File: src/rtl/key_matrix_scanner.sv
// Column-at-a-time scanner for an N x N active-low key matrix.
// Each cell is debounced independently and published as a packed N*N vector.
module key_matrix_scanner #(
  parameter int N              = 3,
  parameter int SETTLE_CYCLES  = 4,
  parameter int DEBOUNCE_SCANS = 3
) (
  input  logic                 clk,
  input  logic                 rst_n,
  input  logic                 ena,
  input  logic [N-1:0]         row_sense,
  output logic [N-1:0]         cols,
  output logic [$clog2(N):0]   x,
  output logic [N*N-1:0]       cells,
  output logic                 frame_done,
  output logic                 cells_changed
);

  localparam int XW = $clog2(N) + 1;
  localparam int SW = $clog2(SETTLE_CYCLES + 1);
  localparam int DW = $clog2(DEBOUNCE_SCANS + 1);

  if (N < 1 || N > 8) begin : g_bad_n
    $error("key_matrix_scanner: N must be in 1..8");
  end
  if (SETTLE_CYCLES < 1) begin : g_bad_settle
    $error("key_matrix_scanner: SETTLE_CYCLES must be >= 1");
  end
  if (DEBOUNCE_SCANS < 1) begin : g_bad_debounce
    $error("key_matrix_scanner: DEBOUNCE_SCANS must be >= 1");
  end

  typedef enum logic [1:0] {IDLE, SETTLE, SAMPLE} state_t;

  state_t          state, state_d;
  logic [XW-1:0]   x_d;
  logic [SW-1:0]   settle_cnt, settle_d;
  logic            frame_done_d;
  logic            flipped, flip_now;
  logic [N*N-1:0]  cells_d;
  logic [DW-1:0]   deb_cnt [N*N];
  logic [DW-1:0]   deb_d   [N*N];

  always_comb begin
    state_d      = state;
    x_d          = x;
    settle_d     = settle_cnt;
    frame_done_d = 1'b0;
    case (state)
      IDLE: begin
        if (ena) begin
          state_d  = SETTLE;
          x_d      = '0;
          settle_d = '0;
        end
      end
      SETTLE: begin
        settle_d = settle_cnt + SW'(1);
        if (settle_cnt == SW'(SETTLE_CYCLES - 1)) state_d = SAMPLE;
      end
      SAMPLE: begin
        settle_d = '0;
        if (x == XW'(N - 1)) begin
          // ena is only honoured at frame end, so frames are never cut short
          x_d          = '0;
          frame_done_d = 1'b1;
          state_d      = ena ? SETTLE : IDLE;
        end else begin
          x_d     = x + XW'(1);
          state_d = SETTLE;
        end
      end
      default: state_d = IDLE;
    endcase
  end

  // Only the cells of the column being sampled see row_sense this cycle
  always_comb begin
    cells_d  = cells;
    deb_d    = deb_cnt;
    flip_now = 1'b0;
    for (int c = 0; c < N*N; c++) begin
      if (state == SAMPLE && x == XW'(c / N)) begin
        if (~row_sense[c % N] == cells[c]) begin
          deb_d[c] = '0;
        end else if (deb_cnt[c] + DW'(1) == DW'(DEBOUNCE_SCANS)) begin
          cells_d[c] = ~cells[c];
          deb_d[c]   = '0;
          flip_now   = 1'b1;
        end else begin
          deb_d[c] = deb_cnt[c] + DW'(1);
        end
      end
    end
  end

  always_comb begin
    cols = '0;
    if (state != IDLE) cols = N'(1) << x;
  end

  always_ff @(posedge clk) begin
    if (!rst_n) begin
      state         <= IDLE;
      x             <= '0;
      settle_cnt    <= '0;
      cells         <= '0;
      frame_done    <= 1'b0;
      cells_changed <= 1'b0;
      flipped       <= 1'b0;
      for (int c = 0; c < N*N; c++) deb_cnt[c] <= '0;
    end else begin
      state         <= state_d;
      x             <= x_d;
      settle_cnt    <= settle_d;
      cells         <= cells_d;
      frame_done    <= frame_done_d;
      // A flip on the final sample of the frame still counts for this frame
      cells_changed <= frame_done_d & (flipped | flip_now);
      flipped       <= frame_done_d ? 1'b0 : (flipped | flip_now);
      deb_cnt       <= deb_d;
    end
  end

endmodule

File: config.mk
export PLATFORM = sky130hd
export DESIGN_NAME = key_matrix_scanner
export DESIGN_NICKNAME = d
export VERILOG_FILES = /design/src/rtl/key_matrix_scanner.sv
export SDC_FILE = /design/constraint.sdc
export NUM_CORES = 1
export LEC_CHECK = 0
export CAP_MARGIN = 40
export CELL_PAD_IN_SITES_DETAIL_PLACEMENT = 0
export CELL_PAD_IN_SITES_GLOBAL_PLACEMENT = 1
export CORE_ASPECT_RATIO = 1.2
export CORE_MARGIN = 3
export CORE_UTILIZATION = 50
export DETAILED_ROUTE_END_ITERATION = 10
export DONT_BUFFER_PORTS = 1
export PLACE_DENSITY_LB_ADDON = 0.1
export SETUP_SLACK_MARGIN = 0.5
export SLEW_MARGIN = 10
export SYNTH_ARGS = -nofsm -noshare
export SYNTH_HDL_FRONTEND = slang
export SYNTH_SLANG_ARGS = --single-unit
File: constraint.sdc
create_clock -name clk -period 2.99 [get_ports clk]
set_clock_uncertainty 0.1 [all_clocks]
set_input_delay 0.7475 -clock clk [delete_from_list [all_inputs] [get_ports clk]]
set_output_delay 0.7475 -clock clk [all_outputs]
set_load 0.02 [all_outputs]
# [Yosys cells after proc, flatten, opt, wreduce, memory -nomap -nowiden]
# Cells that the tools add are included.
[word_totals] output_inout_bits=17 reg_bits=38 inputBits=6 wordCells=163
[classes] muxes=57 eq_ne=25 reduce_logical=21 addsub=11 n_shift=1 n_bitwise=24
[ops] operator="2-to-1 mux 2 bit" n=20
[ops] operator="2-to-1 mux 1 bit" n=31
[ops] operator="AND reduction 3 bit" n=9
[ops] operator="inverter 1 bit" n=22
[ops] operator="equality test 2 bit (second input constant)" n=10
[ops] operator="adder 2 x 1 -> 2 bit (second input constant)" n=9
[ops] operator="equality test 1 bit" n=9
[ops] operator="2-to-1 mux 3 bit" n=3
[ops] operator="one-hot mux 3 bit (3 select lines)" n=1
[ops] operator="adder 3 x 1 -> 3 bit (second input constant)" n=2
[ops] operator="equality test 3 x 2 -> 1 bit (second input constant)" n=2
[ops] operator="one-hot mux 2 bit (3 select lines)" n=1
[ops] operator="one-hot mux 3 bit (2 select lines)" n=1
[ops] operator="AND reduction 2 bit" n=3
[ops] operator="!= test 2 bit (second input constant)" n=2
[ops] operator="nonzero test 2 bit" n=2
[ops] operator="equality test 3 x 1 -> 1 bit (second input constant)" n=1
[ops] operator="logical AND 1 bit" n=3
[ops] operator="zero test 3 bit" n=1
[ops] operator="nonzero test 3 bit" n=1
[ops] operator="left shift 1 x 3 -> 3 bit (first input constant)" n=1
[ops] operator="equality test 2 x 1 -> 1 bit (second input constant)" n=1
[ops] operator="zero test 2 bit" n=1
[ops] operator="OR reduction 2 bit" n=1
[ops] operator="other kinds (2)" n=2

# [Depth between registers and ports, before layout]
[logic_depth] depth_word=31 depth_mapped=7 mapped_depth_nobuf=5

# [Worst setup path before layout]
# Ideal clock, no wire load.
[synth_path] path_kind="register to output" start="register x[1]" end="output port cols[2]" arrival_time_ps=1368 setup_slack_ps=775 required_ps=2142 path_buffers=1 stages_incl_launch_ff=4 cell_sequence="dfxtp_1 buf_6 or3b_2 nor2_1"
[synth_via] elab_chain_len=2
[synth_lines] item="start, declared" line="13" text="output logic [$clog2(N):0] x,"
[synth_lines] item="start signal, assigned" line="105" text="x <= '0;"
[synth_lines] item="start signal, assigned" line="114" text="x <= x_d;"
[synth_lines] item="left shift 1 x 3 -> 3 bit" line="99" text="if (state != IDLE) cols = N'(1) << x;"
[synth_lines] item="2-to-1 mux 3 bit" line="99"
[synth_lines] item="end, declared" line="12" text="output logic [N-1:0] cols,"
# Every way passes these cells.

# [Worst setup path after layout]
[layout_path] start="register x[2]" end="output port cols[2]"
# Same word-level chain as after synthesis.

==> impl_metrics.csv <==
group,metric,value,unit
run_status,outcome,"finished clean",
floorplanning,rows,23,
pwr,combPwrFrac,3.8,%
global_routing,grt_start_max_net_pins,20,
timing,period_minus_slack,2.41,ns
global_routing,track_usage,19.3,%
drt,remaining_drc_errors,0,
worst_setup_path,critPathArrivalTime,1.57,ns
floorplanning,core_area,3400,µm²
placement,hpwl,2610,µm
placement,gp_congestion,0.776,
clock_network,cts_sinks,38,
logic_synthesis,synthCells,210,
logic_synthesis,ys_types,41,
logic_synthesis,synth_common_cells,"dfxtp_1, nor2_1, a21oi_1",
placement,post-place-cells,238,
drt,first_pass_iters,5,
pwr,p_leak,0.000656,µW
final_layout,area_delta_synth_final,5.68,%
floorplanning,die_w,60.6,µm
timing,fmax,0.414,GHz
clock_network,tritoncts,"built",
clock_network,htreeDepth,2,
global_routing,grt_pass1_vias,1388,
worst_setup_path,cp_max_fo,10,
logic_synthesis,syn-cell-area,1790,µm²
worst_setup_path,startpoint_type,"flip-flop",
timing,rsz0062_at_grt,"false",
floorplanning,die_area,4330,µm²
clock_network,postCtsHoldBufs,0,
logic_synthesis,ys.flop_type,"dfxtp_1",
placement,place_ws,0.517,ns
worst_setup_path,cp_top_family,"simple AND/OR/NAND/NOR gates",
timing,layout_setup_ws,0.577,ns
timing,worst_pin_slew,0.539,ns
final_layout,final_cells,246,
logic_synthesis,avgSynthCellArea,8.50,µm²
global_routing,overflow,0,
global_routing,grt_pass1_wl,6250,µm
logic_synthesis,synth_edf_count,0,
timing,layout_worst_path_cycle_share,80.7,%
timing,finalHoldViolCount,0,
timing,drv_slew,0,
min_path,hp-class,"reg -> reg",
drt,vias,1443,
logic_synthesis,ys_seq_area_share,42.6,%
clock_network,cts_buffers,5,
clock_network,cts_setup_buffers,0,
run,maxCapViolations,0,
logic_synthesis,async_flop_share,0,%
clock_network,clk_latency,0.29,ns
floorplanning,die_h,71.5,µm
logic_synthesis,synth_most_common_cell,"dfxtp_1",
drt,wire_per_inst,14.9,µm
pwr,netSwitchingFraction,22.6,%
global_routing,antenna_found_initial,0,
pwr,p_int,707,µW
final_layout,diodes,0,
timing,relSlewSlack,64.0,%
drt,finalWirelength,3670,µm
clock_network,path_clk_slew,0.07,ns
logic_synthesis,synth.net_count,218,
pwr,switching_power,206,µW
final_layout,fillCellCount,315,
logic_synthesis,synth_warnings,0,
worst_setup_path,path_cells,"or3b_2 -> nor2_2",
worst_setup_path,path_class,"reg -> out",
pwr,pwr-share-clk,40.1,%
placement,io_buffers,0,
floorplanning,initial_utilization,52.6,%
pwr,p_per_area,484,nW/µm²
logic_synthesis,synth_top_area_share,42.6,%
timing,setup_tns,0,ns
worst_setup_path,endpoint_kind,"output port",
clock_network,cts_buffer_depth,2,
logic_synthesis,synth_area_leaders,"dfxtp_1, a21oi_1, nor2_1",
drt,drt_iter0_drc,135,
clock_network,clock-root-buffer,"clkbuf_8",
final_layout,multi_input_area,948,µm²
pwr,pwr-share-seq,56.1,%
timing,setup_violations,0,
worst_setup_path,rrSetupSlack,0.69,ns
final_layout,fin_nets,216,
final_layout,drive_gt1_share,10.0,%
pwr,ir_worst_vdd,0.000307,V
final_layout,register_area,763,µm²
drt,viasPerCell,5.87,
drt,drtAntennaViolNets,0,
worst_setup_path,crit_buf_inv,0,
logic_synthesis,yosysTopAreaCell,"dfxtp_1",
logic_synthesis,synth-seq-cells,38,
worst_setup_path,cpMaxStageDelayCell,"or3b_2",
worst_setup_path,cp_data_required_time,2.14,ns
worst_setup_path,cpPeakStageDelay,0.57,ns
floorplanning,io_pins,23,
## kinds of logic after synthesis
group,Yosys count,share of synthesized area (%)
simple gates,95,28.8
buf+inv,16,4.69
mux,3,1.68
fa+ha+maj,2,1.40
xor+xnor,11,5.40
flops,38,42.6
compound gates,45,15.4
## state kept, by name, summed over array words and instances, names as in the netlist
signal,count
cells,9
cells_changed,1
deb_cnt,18
flipped,1
frame_done,1
settle_cnt,3
state,2
x,3
## cell type report
type	instances	share of cell area [%]
clock buffers	7	4.58
well taps	37	2.45
multi-input cells	156	50.3
inverters	4	0.796
repair buffers	3	1.19
clock inverters	1	0.265
flip-flops and latches	38	40.5
## power by group through the flow
| stage | Sequential [µW] | Combinational [µW] | Clock (µW) |
|---|---|---|---|
| after floorplan | 522 | 28.8 | 0 |
| after global placement | 524 | 33.2 | 0 |
| after detailed placement | 524 | 34.0 | 0 |
| after CTS | 512 | 34.4 | 376 |
| after global routing | 513 | 38.3 | 399 |
| final | 513 | 34.4 | 367 |
## layer usage
layer,share of wire (%),wire (µm),track usage (%),vias up
met2,46,1680,28.8,24
met3,4.6,168,6.85,8
met5,0,0,0,-
li1,-,-,-,744
met4,2.8,101,9.64,0
met1,47,1720,24.3,667
## cell usage in the layout, fill, tap and decap left out, drive strengths merged, types with 3 or more instances in the layout
| cell type | n |
|---|---|
| nand3 | 3 |
| nor2 | 26 |
| inv | 3 |
| dfxtp | 38 |
| or3 | 5 |
| clkbuf | 7 |
| a21oi | 21 |
| xor2 | 8 |
| nor3b | 3 |
| mux2i | 3 |
| nand2 | 17 |
| or4b | 4 |
| o21ai | 5 |
| xnor2 | 3 |
| a22oi | 4 |
| or4 | 4 |
| nor3 | 6 |
| nor4 | 5 |
| nand2b | 10 |
| o21bai | 3 |
| nor2b | 4 |
| buf | 3 |
| a211oi | 3 |
## stage by stage
step | total power [µW] | util, % | area, µm² | hold WS, ns
2_1_floorplan | 550 | - | 1790 | 0.337
3_3_place_gp | 557 | 52.6 | 1790 | 0.353
3_5_place_dp | 558 | 52.6 | 1790 | 0.363
4_1_cts | 923 | 55.4 | 1880 | 0.373
5_1_grt | 950 | 55.6 | 1890 | 0.401
6_report | 914 | 55.6 | 1890 | 0.371
## repair_timing
item,CTS,global route
cloned,0,0
resized for setup,3,1
endpoints found under the setup margin,3,6
## tightest hold or removal path, stage by stage, from the launching register on
cell,delay [ns]
dfxtp_1,0.33
nand2_1,0.06
a21oi_1,0.05
## worst paths after layout
check,start,endpoint,cells after the start
min reg2reg,deb_cnt[1],deb_cnt[1],2
max reg2reg,state[1],deb_cnt[7],4
max,x[2],cols[2],2
min,deb_cnt[1],deb_cnt[1],2
Note: power is estimated with default switching activity, not from simulation.
